### src/rtl/fourbc_pkg.sv
// Shared definitions for the 4-bit counter family (up and down counters).
package fourbc_pkg;
   typedef enum logic [1:0] {
      IDLE = 2'b00,
      RUN  = 2'b01,
      DONE = 2'b10
   } state_t;

   localparam int DEF_WIDTH = 4;
   localparam int DEF_MOD   = 16;
endpackage

### src/rtl/fourbdc_core.sv
// Count register for the down counter: clamped load, modulo decrement, wrap flag.
module fourbdc_core
   import fourbc_pkg::*;
#(
   parameter int WIDTH = DEF_WIDTH,
   parameter int MOD   = DEF_MOD
) (
   input  logic             clk,
   input  logic             reset,
   input  logic             load,
   input  logic             dec,
   input  logic [WIDTH-1:0] d,
   output logic [WIDTH-1:0] q,
   output logic             wrap
);
   localparam logic [WIDTH-1:0] MAXV = WIDTH'(MOD - 1);
   localparam logic [WIDTH-1:0] ONE  = WIDTH'(1);
   localparam logic [WIDTH-1:0] ZERO = WIDTH'(0);

   logic [WIDTH-1:0] q_r;
   logic [WIDTH-1:0] eff_d_s;
   logic [WIDTH-1:0] dec_val_s;

   // Clamp the load value and form the modulo-MOD decrement.
   always_comb begin
      eff_d_s   = d;
      dec_val_s = q_r - ONE;
      if (d > MAXV) begin
         eff_d_s = MAXV;
      end else begin
         eff_d_s = d;
      end
      if (q_r == ZERO) begin
         dec_val_s = MAXV;
      end else begin
         dec_val_s = q_r - ONE;
      end
   end

   // Count register: load wins over decrement.
   always_ff @(posedge clk or negedge reset) begin
      if (!reset) begin
         q_r <= ZERO;
      end else if (load) begin
         q_r <= eff_d_s;
      end else if (dec) begin
         q_r <= dec_val_s;
      end else begin
         q_r <= q_r;
      end
   end

   assign q    = q_r;
   assign wrap = dec && (q_r == ZERO) && !load;
endmodule

### src/rtl/sync_fourbdc.sv
// Synchronous down counter with load, modulus, borrow pulse and one-shot mode.
module sync_fourbdc
   import fourbc_pkg::*;
#(
   parameter int WIDTH = DEF_WIDTH,
   parameter int MOD   = DEF_MOD
) (
   input  logic             clk,
   input  logic             reset,
   input  logic             t,
   input  logic             ld,
   input  logic [WIDTH-1:0] d,
   input  logic             oneshot,
   output logic [WIDTH-1:0] q,
   output logic             tc,
   output logic             bo,
   output logic             busy,
   output logic             done
);
   localparam logic [WIDTH-1:0] ONE  = WIDTH'(1);
   localparam logic [WIDTH-1:0] ZERO = WIDTH'(0);

   state_t           state_r;
   logic             bo_r;
   logic             done_r;
   logic             busy_r;
   logic             dec_s;
   logic             wrap_s;
   logic [WIDTH-1:0] q_s;

   // One-shot mode never wraps, so a zero count there is not decremented.
   always_comb begin
      dec_s = 1'b0;
      if (t && !ld && (state_r != DONE) && (!oneshot || (q_s != ZERO))) begin
         dec_s = 1'b1;
      end else begin
         dec_s = 1'b0;
      end
   end

   fourbdc_core #(
      .WIDTH (WIDTH),
      .MOD   (MOD)
   ) u_core (
      .clk   (clk),
      .reset (reset),
      .load  (ld),
      .dec   (dec_s),
      .d     (d),
      .q     (q_s),
      .wrap  (wrap_s)
   );

   // Mode FSM with registered busy/done and the borrow pulse.
   always_ff @(posedge clk or negedge reset) begin
      if (!reset) begin
         state_r <= IDLE;
         bo_r    <= 1'b0;
         done_r  <= 1'b0;
         busy_r  <= 1'b0;
      end else begin
         bo_r <= wrap_s;
         case (state_r)
            IDLE: begin
               done_r <= 1'b0;
               if (ld || t) begin
                  state_r <= RUN;
                  busy_r  <= 1'b1;
               end else begin
                  state_r <= IDLE;
                  busy_r  <= 1'b0;
               end
            end
            RUN: begin
               if (!ld && t && oneshot && (q_s <= ONE)) begin
                  state_r <= DONE;
                  done_r  <= 1'b1;
                  busy_r  <= 1'b0;
               end else begin
                  state_r <= RUN;
                  done_r  <= 1'b0;
                  busy_r  <= 1'b1;
               end
            end
            DONE: begin
               // Leaving DONE on a mode drop does not count on that edge.
               if (ld || !oneshot) begin
                  state_r <= RUN;
                  done_r  <= 1'b0;
                  busy_r  <= 1'b1;
               end else begin
                  state_r <= DONE;
                  done_r  <= 1'b1;
                  busy_r  <= 1'b0;
               end
            end
            default: begin
               state_r <= IDLE;
               done_r  <= 1'b0;
               busy_r  <= 1'b0;
            end
         endcase
      end
   end

   assign q    = q_s;
   assign tc   = (q_s == ZERO);
   assign bo   = bo_r;
   assign busy = busy_r;
   assign done = done_r;
endmodule
### config.mk
export PLATFORM = sky130hd
export DESIGN_NAME = sync_fourbdc
export DESIGN_NICKNAME = d
export VERILOG_FILES = /design/src/rtl/fourbc_pkg.sv /design/src/rtl/fourbdc_core.sv /design/src/rtl/sync_fourbdc.sv
export SDC_FILE = /design/constraint.sdc
export NUM_CORES = 1
export LEC_CHECK = 0
export CORE_AREA = 2 2 39 41
export DETAILED_ROUTE_END_ITERATION = 6
export DIE_AREA = 0 0 41 43
export PLACE_DENSITY = 0.75
export SKIP_LAST_GASP = 1
export SYNTH_ARGS = -nofsm -noshare
export SYNTH_HDL_FRONTEND = slang
export SYNTH_SLANG_ARGS = --single-unit
### constraint.sdc
create_clock -name clk -period 2.4 [get_ports clk]
set_input_delay 0.36 -clock clk [delete_from_list [all_inputs] [get_ports clk]]
set_output_delay 0.36 -clock clk [all_outputs]
set_load 0.03 [all_outputs]
# == Word-level counts from Yosys, hierarchy flattened ==
# Index checks and enable logic that the tools add are counted.
# word_totals
reg_bits,9
latch_bits,0
mem_bits_rw,0
romBits,0
inputBits,9
output_inout_bits,8
elab_cells,43
memories,0
# classes
add_sub_neg,1
mul,0
div_mod_pow,0
magnitude_cmp,2
eq_ne,3
n_shift,0
muxes,16
bitwise_logic,0
n_reduce_logical,16
# op_table
cell,count
2-to-1 mux 4 bit,4
logical AND 1 bit,7
2-to-1 mux 1 bit,7
one-hot mux 2 bit (3 select lines),1
greater-than comparator 4 bit (second input constant),1
less-or-equal comparator 4 x 1 -> 1 bit (second input constant),1
zero test 4 bit,1
2-to-1 mux 2 bit,2
nonzero test 4 bit,1
subtractor 4 x 1 -> 4 bit (second input constant),1
logical OR 1 bit,3
one-hot mux 1 bit (3 select lines),1
== test 2 x 1 -> 1 bit (second input constant),1
== test 2 bit (second input constant),1
zero test 1 bit,2
zero test 2 bit,1
!= test 2 bit (second input constant),1
one-hot mux 1 bit (2 select lines),1
nonzero test 2 bit,1

# == Logic depth before layout (Yosys ltp) ==
# Gate-level depths: netlist of run 1.
# logic_depth
ltp_word,7
mapped_depth,5
ltp_nobuf,5

# == Hierarchy ==
# Synthesis of run 1 repeated with hierarchy kept, for this count alone.
# unflattened
hier_cells,53
hier_area_um2,508.0
# by_module_without_submodules
mod,instances,cells_each,area_each_um2,seq_area_each_um2
sync_fourbdc,1,25,256.5,100.1
fourbdc_core,1,28,251.5,100.1

# == Worst setup path after synthesis of run 1 ==
# OpenSTA, ideal clock, no wires.
# synth_path
path_type,flip-flop to output port
startpoint,"register u_core.q_r[0], in the netlist u_core.q[0]"
endpoint,output tc
t_arrival_ns,1.443
slack_ns,0.597
stages_incl_launch_ff,5
path_buffers,0
cell_sequence,dfrtp_1 -> inv_1 -> ha_1 -> or3b_4 -> inv_1
# synth_between
elab_chain_len,1
# synth_rtl
element,line,source
"start, declared",fourbdc_core.sv:20,logic [WIDTH-1:0] q_r;
"start signal, assigned",fourbdc_core.sv:45,q_r <= eff_d_s;
"start signal, assigned",fourbdc_core.sv:47,q_r <= dec_val_s;
"start signal, assigned",fourbdc_core.sv:49,q_r <= q_r;
zero test 4 bit,sync_fourbdc.sv:107,assign tc = (q_s == ZERO);
"end, declared",sync_fourbdc.sv:15,"output logic tc,"
# No other way between the ends.

# == Worst setup path after layout of run 1 ==
# layout_path
startpoint,"register u_core.q_r[1], in the netlist u_core.q[1]"
endpoint,output tc
# The elaborated chain is that of the path after synthesis.

==> metrics.md, run 1 <==
| Metric | Value |
|---|---|
| Critical path peak fanout | 5 |
| CTS-repair resized insts | 1 |
| Die Area | 0.001763 sq mm |
| TritonCTS Buffers | 3 |
| CP max stage delay | slightly above 0.4 ns |
| Total GRT Usage | ~17% |
| FMAX | between 0.4 and 0.5 GHz |
| Vias/cell | between 5 and 6 |
| Net Count, Synth | 78 |
| Fraction of layout cells with a size suffix above 1 | under 10% |
| Die Width | between 40 and 50 um |
| Design area | approximately 800 sq um |
| # DRC | 0 |
| Crit end category | primary output |
| Nets@finish | slightly below 100 |
| Detail Placement HPWL | ~950 um |
| Fin. max-slew vios | 0 |
| Yosys reg bits | 8 |
| I/O Buffers | 16 |
| Met1 Use GR | between 20% and 30% |
| Top Usage Layer GRT | met2 |
| Power density over the cells | 581.5 mW/mm^2 |
| Max-Cap Viols | 0 |
| Setup Viol. Count Final | 0 |
| Crit path time final | around 2.2 ns |
| Leak | roughly 0.00035 uW |
| DRT Pass-1 Iters | 4 |
| Wirelength, routed | 1249 um |
| First-pass GRT wire length | ~2100 um |
| Core ar. | around 0.0014 sq mm |
| CP startpoint kind | register |
| Sequential share of the synthesized area | roughly a third |
| Worst-path cell chain | inv_1 -> ha_1 -> or3b_4 -> inv_1 -> dlygate4sd2_1 |
| Pre-CTS setup slack | 0.1925 ns |
| Clock Latency Late Sink | around 0.25 ns |
| Crit-path slowest cell | dfrtp_1 |
| Htree depth | 1 |
| Total clock sinks | 8 |
| RSZ-0062 raised after global routing | no |
| Critical path class | reg -> out |
| Syn_area_per_cell | 9.384 sq um |
| Routed WL per cell | between 10 and 15 um |
| Placed Area | approximately 760 sq um |
| CTS root buf | clkbuf_4 |
| Power Total | 453.3 uW |
| Remaining antenna violation count after routing | 0 |
| Drt first-iter violations | 3 |
| Vias after detailed routing | 514 |
| Setup bufs post-CTS | 0 |
| Setup TNS | 0 ns |
| Antenna violations before repair | 0 |
| Worst-Margin Slew | between 0.4 and 0.5 ns |
| Antenna diodes | 0 |
| YS warnings | 0 |
| Maximum vdd drop | between 0.3 and 0.4 mV |
| Mapped cell area | about 580 sq um |
| CTS clk-pin slew, worst paths | about 0.060 ns |
| Worst Path Required | roughly 2 ns |
| # hold bufs at CTS | 0 |
| Final worst-path cycle share | around 93% |
| Vias in the first global route | roughly 480 |
| Outcome | complete, no violations |
| GRT overflow | 0 |
| Synth unique cells | 27 |
| Row cnt | 14 |
| Met2 GRT Util | about a quarter |
| Mapped Cells | 62 |
| Io pins | 17 |
| CTS tree | built |
| Hold Fails Final Rpt | 0 |
| Maximum number of pins on one net before global-route repair | 14 |
| Clock tree buffer depth | 2 |
| Area grow syn2layout | 33.98% |
| R2R setup slack | approximately 0.82 ns |
| Final Worst Setup Slack | approximately 0.18 ns |
| Starting Density | 42.04% |
| Hold crit path type | in -> async |
| Met3 Track Usage GR | under 10% |
| Final RePlAce weighted congestion | about 0.8 |
| Clk_skew | 0.006629 ns |
| Fin Hold WS | roughly 0.39 ns |
| Relative slew slack | between 70% and 80% |
| Die Ht | about 43 um |
| CP dominant cell by count | inv_1 |
| Arr. time, crit path | between 1.5 and 2 ns |
[synthesized netlist by cell type (all sizes together)]
| master | instances | share of area, % |
|---|---|---|
| a211oi | 1 | 1.3 |
| a21oi | 3 | 2.6 |
| a221oi | 3 | 4.5 |
| a31o | 2 | 3.0 |
| a31oi | 1 | 1.1 |
| and2b | 1 | 1.3 |
| and4 | 1 | 1.5 |
| buf | 1 | 1.9 |
| dfrtp | 8 | 34 |
| ha | 7 | 15 |
| inv | 8 | 5.2 |
| nand2 | 3 | 1.9 |
| nand2b | 2 | 2.2 |
| nand4bb | 1 | 1.9 |
| nor2 | 3 | 1.9 |
| nor2b | 2 | 2.2 |
| nor3 | 2 | 1.7 |
| nor3b | 1 | 1.3 |
| nor4 | 1 | 1.1 |
| nor4b | 1 | 2.6 |
| o21a | 2 | 2.6 |
| o21ai | 5 | 4.3 |
| o41ai | 1 | 1.5 |
| or2 | 1 | 1.1 |
| or3b | 1 | 1.9 |
[worst max-delay path, delay by kind of cell, from the launching register on]
kind,cells,cell delay (ns)
buffers and inverters,3,0.57
flip-flops,1,0.41
adder cells (fa/ha/maj),1,0.22
AND/OR/NAND/NOR,1,0.41
[routing by layer]
metal  vias to the layer above  share of wire (%)
li1                        262                  -
met2                        11                 49
met4                         0               0.96
met5                         -                  0
met3                         2                3.6
met1                       239                 46
[report_power, final]
group | switching, uW | total [uW] | leakage [uW] | internal [uW]
combinational | 91.5 | 176 | 0.000239 | 84.4
clock | 50.0 | 107 | 0.0000138 | 57.5
sequential | 20.2 | 170 | 0.0000974 | 150
total | 162 | 453 | 0.000350 | 292
[cell usage in the layout, fill, tap and decap left out, types with 2 or more instances in the layout]
cell type and count:
nor2b_1 2, a221oi_1 3, nor2_1 3, o21a_1 2, o21ai_1 3, nand2b_1 2, ha_1 7, dfrtp_1 8
nand2_1 3, o21ai_0 2, a21oi_1 3, clkdlybuf4s50_1 15, clkbuf_4 3, inv_1 8, nor3_1 2
[registers in the layout, summed over array words and instances, names as in the netlist]
| register | cells |
|---|---|
| state_r | 2 |
| done | 1 |
| bo | 1 |
| u_core.q | 4 |
[layout make-up]
cell class / count / area, sq um
clock buffers: 3 / 22.52
fillers: 132 / 604.3
inverters: 8 / 30.03
multi-input cells: 45 / 340.3
flip-flops and latches: 8 / 200.2
well taps: 16 / 20.02
repair buffers: 17 / 166.4
[through the flow]
| stage | utilization, % | instances |
|---|---|---|
| floorplan | - | 62 |
| global placement | 54.79 | 94 |
| detailed placement | 54.79 | 94 |
| CTS | 56.33 | 97 |
| global route | 56.33 | 97 |
| finish | 56.33 | 97 |
[path summary, 6_finish.rpt]
check | start | endpoint | depth (start not counted)
setup / recovery | u_core.q[1]$_DFFE_PN0P_ | tc | 5
hold / removal | reset | done$_DFF_PN0_ | 1
setup reg to reg | u_core.q[1]$_DFFE_PN0P_ | u_core.q[0]$_DFFE_PN0P_ | 5
hold reg to reg | u_core.q[1]$_DFFE_PN0P_ | u_core.q[1]$_DFFE_PN0P_ | 2
max in group asynchronous | reset | u_core.q[1]$_DFFE_PN0P_ | 1
min in group clk | u_core.q[1]$_DFFE_PN0P_ | u_core.q[1]$_DFFE_PN0P_ | 2
[kinds of logic (layout without fill, tap and decap cells)]
family | after synthesis | after routing | synth area share, %
fa+ha+maj | 7 | 7 | 15.05
flops | 8 | 8 | 34.41
compound gates | 18 | 18 | 20.86
buf+inv | 9 | 28 | 7.097
simple gates | 20 | 20 | 22.58
Power figures use the tool's default switching activity.
==> run 2: changes to the inputs <==
Settings changed: CAP_MARGIN set to 15, RECOVER_POWER set to 50.
==> run 2 against run 1 <==
Against the previous run: sequential power about the same; power down 0.49%; clock power about the same; non-clock buffer count is the same; first-iteration DRC count did not move; highest routed layer unchanged; sequential cell count unchanged.
==> metrics.md, run 2 (synthesis gave the netlist of run 1 again) <==
| Metric | Value |
|---|---|
| Final worst-path cycle share | 92.55% (was 92.70%) |
| Die Area | 0.001763 sq mm (unchanged) |
| Nets@finish | 99 (unchanged) |
| First-pass GRT wire length | 2063 um (unchanged) |
| GRT overflow | 0 (unchanged) |
| Antenna violations before repair | 0 (unchanged) |
| Placed Area | 758.2 sq um (unchanged) |
| Die Width | 41 um (unchanged) |
| Leak | 0.0003470 uW (was 0.0003505 uW) |
| Antenna diodes | 0 (unchanged) |
| Relative slew slack | 70.58% (was 70.68%) |
| Worst Path Required | 2.04 ns (about the same) |
| Vias in the first global route | 479 (unchanged) |
| Critical path class | reg -> out (unchanged) |
| Drt first-iter violations | 3 (unchanged) |
| Vias after detailed routing | 513 (was 514) |
| Io pins | 17 (unchanged) |
| Power Total | 451.1 uW (was 453.3 uW) |
| Setup bufs post-CTS | 0 (unchanged) |
| FMAX | 0.4502 GHz (was 0.4495 GHz) |
| Max-Cap Viols | 0 (unchanged) |
| Hold crit path type | in -> async (unchanged) |
| Fin. max-slew vios | 0 (unchanged) |
| Clock tree buffer depth | 2 (unchanged) |
| Starting Density | 42.04% (unchanged) |
| Setup TNS | 0 ns (unchanged) |
| Fin Hold WS | 0.4612 ns (was 0.3931 ns) |
| # hold bufs at CTS | 0 (unchanged) |
| CTS-repair resized insts | 1 (unchanged) |
| CTS root buf | clkbuf_4 (unchanged) |
| TritonCTS Buffers | 3 (unchanged) |
| Max reg flops | 4 (unchanged) |
| CTS tree | built (unchanged) |
| Fraction of layout cells with a size suffix above 1 | 8.642% (was 9.877%) |
| CP startpoint kind | register (unchanged) |
| Commonest non-fill, non-tap cell in the layout | clkdlybuf4s50_1 (unchanged) |
| Setup Viol. Count Final | 0 (unchanged) |
| Clk_skew | 0.007068 ns (was 0.006629 ns) |
| Vias/cell | 5.289 (was 5.299) |
| Critical path peak fanout | 5 (unchanged) |
| Detail Placement HPWL | 954.4 um (unchanged) |
| Remaining antenna violation count after routing | 0 (unchanged) |
| Design area | 775.7 sq um (was 779.5 sq um) |
| Total clock sinks | 8 (unchanged) |
| Most frequent cells in the layout | clkdlybuf4s50_1, inv_1, dfrtp_1 (unchanged) |
| Maximum number of pins on one net before global-route repair | 14 (unchanged) |
| Area grow syn2layout | 33.33% (was 33.98%) |
| Worst-Margin Slew | 0.4399 ns (was 0.4384 ns) |
| Crit end category | primary output (unchanged) |
| Arr. time, crit path | 1.86 ns (about the same) |
| Final RePlAce weighted congestion | 0.7996 (unchanged) |
| DRT Pass-1 Iters | 4 (unchanged) |
| Maximum vdd drop | 0.3004 mV (was 0.3006 mV) |
| I/O Buffers | 16 (unchanged) |
| Clock Latency Late Sink | 0.26 ns (was 0.25 ns) |
| Outcome | complete, no violations (unchanged) |
| Routed WL per cell | 12.79 um (was 12.88 um) |
| Htree depth | 1 (unchanged) |
| Row cnt | 14 (unchanged) |
| Power density over the cells | 581.5 mW/mm^2 (about the same) |
| Die Ht | 43 um (unchanged) |
| Core ar. | 0.001384 sq mm (unchanged) |
| Wirelength, routed | 1241 um (was 1249 um) |
| Fin util | 56.06% (was 56.33%) |
| Crit path time final | 2.221 ns (was 2.225 ns) |
| # DRC | 0 (unchanged) |
| CTS clk-pin slew, worst paths | 0.06 ns (about the same) |
| Total GRT Usage | 17.17% (unchanged) |
| Hold Fails Final Rpt | 0 (unchanged) |
| RSZ-0062 raised after global routing | no (unchanged) |
run 2: changes by cell type in the layout (fill, tap and decap cells not counted), sizes merged:
cell           change
clkdlybuf4s50      -1
clkbuf             +1
buf                -1
dlygate4sd3        +1
run 2: area by class of cell:
class | count | area (sq um)
clock buffers | 3 | 22.52
fillers | 134 | 608.1
inverters | 8 | 30.03
multi-input cells | 45 | 340.3
flip-flops and latches | 8 | 200.2
well taps | 16 | 20.02
repair buffers | 17 | 162.7
run 2: metal layers:
layer	GRT usage, %	part of all wire (%)	vias to the layer above
li1	-	-	263
met1	21.97	46	237
met2	26.56	49	11
met3	3.141	4.1	2
met4	8.000	0.97	0
met5	0	0	-
run 2: stage by stage:
stage / worst slack (ns) / std cells
after floorplan: 0.5965 / 62
after global routing: 0.08589 / 97
after global placement: 0.2176 / 94
after CTS: 0.1786 / 97
final: 0.1788 / 97
after detailed placement: 0.1925 / 94
run 2: final timing paths:
kind                       cells past startpoint                 endpoint  slack, ns               startpoint
max reg2reg                                    5  u_core.q[0]$_DFFE_PN0P_       0.83  u_core.q[1]$_DFFE_PN0P_
min in group clk                               2  u_core.q[1]$_DFFE_PN0P_       0.63  u_core.q[1]$_DFFE_PN0P_
min                                            1           done$_DFF_PN0_       0.46                    reset
max                                            5                       tc       0.18  u_core.q[1]$_DFFE_PN0P_
max in group asynchronous                      1  u_core.q[1]$_DFFE_PN0P_       1.65                    reset
min reg2reg                                    2  u_core.q[1]$_DFFE_PN0P_       0.63  u_core.q[1]$_DFFE_PN0P_
run 2: report_power, final:
group | switching, uW | internal [uW]
registers | 20.1 | 150
logic | 91.2 | 82.3
clock network | 50.2 | 57.5
total | 162 | 290
run 2: critical path, cell delays in order, from the launching register on:
cell,delay (ns)
dfrtp_1,0.41
inv_1,0.12
ha_1,0.22
or3b_4,0.41
inv_1,0.06
dlygate4sd2_1,0.39
==> run 3: changes to the inputs <==
Settings changed: CORE_AREA 2 2 39 41 to 4 4 41 43, DIE_AREA 0 0 41 43 to 0 0 45 47, HOLD_SLACK_MARGIN set to 0.05.
==> run 3 against run 2 <==
Against the previous run: setup slack worse by 0.0075 ns; die area up 20%; clock power is 4% lower; core utilization up 4.1 points; sequential cell count unchanged; register-to-register slack got worse by 0.02 ns; worst hold slack worse by 0.0050 ns; via count is 1.9% higher; critical path depth unchanged; combinational power grew 5%; cell count is 1.0% higher; clock-buffer cell count is the same; largest power group unchanged.
==> metrics.md, run 3 (synthesis gave the netlist of run 1 again) <==
| Metric | Value |
|---|---|
| Arr. time, crit path | 1.87 ns (was 1.86 ns) |
| CTS clk-pin slew, worst paths | 0.06 ns (about the same) |
| FMAX | 0.4487 GHz (was 0.4502 GHz) |
| Routed WL per cell | 13.32 um (was 12.79 um) |
| Max-Cap Viols | 0 (unchanged) |
| Nets@finish | 101 (was 99) |
| Final RePlAce weighted congestion | 0.8261 (was 0.7996) |
| Crit end category | primary output (unchanged) |
| Fraction of layout cells with a size suffix above 1 | 9.639% (was 8.642%) |
| Clock Latency Late Sink | 0.26 ns (about the same) |
| CP Launch Point | u_core.q[1]$_DFFE_PN0P_ (unchanged) |
| Clock tree buffer depth | 2 (unchanged) |
| Area grow syn2layout | 34.62% (was 33.33%) |
| DRT Pass-1 Iters | 4 (unchanged) |
| CTS tree | built (unchanged) |
| Fin. max-slew vios | 0 (unchanged) |
| Hold Fails Final Rpt | 0 (unchanged) |
| Die Width | 45 um (was 41 um) |
| Die Area | 0.002115 sq mm (was 0.001763 sq mm) |
| Design area | 783.3 sq um (was 775.7 sq um) |
| Vias in the first global route | 526 (was 479) |
| First-pass GRT wire length | 2249 um (was 2063 um) |
| Setup Viol. Count Final | 0 (unchanged) |
| Vias/cell | 5.337 (was 5.289) |
| TritonCTS Buffers | 3 (unchanged) |
| GRT overflow | 0 (unchanged) |
| R2R depth | 5 (unchanged) |
| Drt first-iter violations | 3 (unchanged) |
| # DRC | 0 (unchanged) |
| Detail Placement HPWL | 1033 um (was 954.4 um) |
| Remaining antenna violation count after routing | 0 (unchanged) |
| Antenna diodes | 0 (unchanged) |
| Vias after detailed routing | 523 (was 513) |
| CP startpoint kind | register (unchanged) |
| Setup bufs post-CTS | 0 (unchanged) |
| Setup TNS | 0 ns (unchanged) |
| RSZ-0062 raised after global routing | no (unchanged) |
| Power density over the cells | 577.5 mW/mm^2 (was 581.5 mW/mm^2) |
| Commonest non-fill, non-tap cell in the layout | clkdlybuf4s50_1 (unchanged) |
| RR Startpoint | state_r[0]$_DFF_PN0_ (was u_core.q[1]$_DFFE_PN0P_) |
| Critical path peak fanout | 5 (unchanged) |
| Die Ht | 47 um (was 43 um) |
| Maximum number of pins on one net before global-route repair | 11 (was 14) |
| Critical path class | reg -> out (unchanged) |
| Core ar. | 0.001301 sq mm (was 0.001384 sq mm) |
| Hold crit path type | in -> async (unchanged) |
| Worst r2r dst | u_core.q[3]$_DFFE_PN0P_ (was u_core.q[0]$_DFFE_PN0P_) |
| Crit path time final | 2.229 ns (was 2.221 ns) |
| Antenna violations before repair | 0 (unchanged) |
| Max reg flops | 4 (unchanged) |
| Total clock sinks | 8 (unchanged) |
| Worst Setup EP | tc (unchanged) |
| Placed Area | 772.0 sq um (was 758.2 sq um) |
| Worst-Margin Slew | 0.3857 ns (was 0.4399 ns) |
| Wirelength, routed | 1305 um (was 1241 um) |
| Clk_skew | 0.004591 ns (was 0.007068 ns) |
| Outcome | complete, no violations (unchanged) |
| Maximum vdd drop | 0.3999 mV (was 0.3004 mV) |
| Starting Density | 44.71% (was 42.04%) |
| FILL cells | 115 (was 134) |
| CTS root buf | clkbuf_4 (unchanged) |
| Io pins | 17 (unchanged) |
| Htree depth | 1 (unchanged) |
| R2R setup slack | 0.81 ns (was 0.83 ns) |
| Final worst-path cycle share | 92.86% (was 92.55%) |
| I/O Buffers | 16 (unchanged) |
| Total GRT Usage | 15.27% (was 17.17%) |
| Worst Path Required | 2.04 ns (about the same) |
| Leak | 0.0003549 uW (was 0.0003470 uW) |
| Most frequent cells in the layout | clkdlybuf4s50_1, inv_1, dfrtp_1 (unchanged) |
| Row cnt | 13 (was 14) |
| Relative slew slack | 73.93% (was 70.58%) |
-- run 3: worst max-delay path: stages (launching register included) --
cell           delay (ns)
dfrtp_1              0.40
inv_1                0.12
ha_1                 0.22
or3b_4               0.41
inv_1                0.06
dlygate4sd2_1        0.39
-- run 3: per-layer routing --
layer  vias to the layer above  wire length, um  track usage, %
met2                        13              637           26.27
met4                         0               10           3.509
met3                         2               90           7.280
li1                        268                -               -
met1                       240              566           17.17
met5                         -                0               0
-- run 3: report_power, final --
part           internal, uW  total [uW]  switching (uW)  leakage (uW)
clock                  57.3         104            46.5     0.0000138
sequential              150         165            15.2     0.0000974
combinational          86.0         183            97.4      0.000244
-- run 3: final cells by class --
type / count / area, sq um / area share, %
tap: 15 / 18.77 / 2.396
timing repair buffer: 19 / 177.7 / 22.68
clock buffer: 3 / 22.52 / 2.875
multi-input combinational: 45 / 334.1 / 42.65
sequential: 8 / 200.2 / 25.56
inverter: 8 / 30.03 / 3.834
-- run 3: repair_timing --
| action | CTS | global route |
|---|---|---|
| gates resized for setup | 1 | 0 |
| hold buffers | 0 | 0 |
| endpoints found under the setup margin | 1 | 0 |
-- run 3: metrics by stage --
stage / hold WS [ns] / total power (uW) / cells / utilization, % / setup WS [ns]
3_5_place_dp: 0.5759 / 356.1 / 95 / 59.33 / 0.1797
3_3_place_gp: 0.5568 / 349.9 / 95 / 59.33 / 0.2189
6_report: 0.4561 / 452.4 / 98 / 60.19 / 0.1714
5_1_grt: 0.4742 / 491.1 / 98 / 60.19 / 0.05460
4_1_cts: 0.4005 / 460.7 / 98 / 60.96 / 0.1690
2_1_floorplan: 0.06441 / 279.6 / 62 / - / 0.5965
-- run 3: worst min-delay path by stage --
| stage | startpoint | endpoint | depth (start not counted) |
|---|---|---|---|
| final | reset | done$_DFF_PN0_ | 1 |
| after global routing | reset | state_r[1]$_DFF_PN0_ | 1 |
| after CTS | reset | done$_DFF_PN0_ | 1 |
| after detailed placement | u_core.q[2]$_DFFE_PN0P_ | bo$_DFF_PN0_ | 2 |
| after global placement | u_core.q[1]$_DFFE_PN0P_ | u_core.q[1]$_DFFE_PN0P_ | 2 |
| after floorplan | reset | bo$_DFF_PN0_ | 0 |
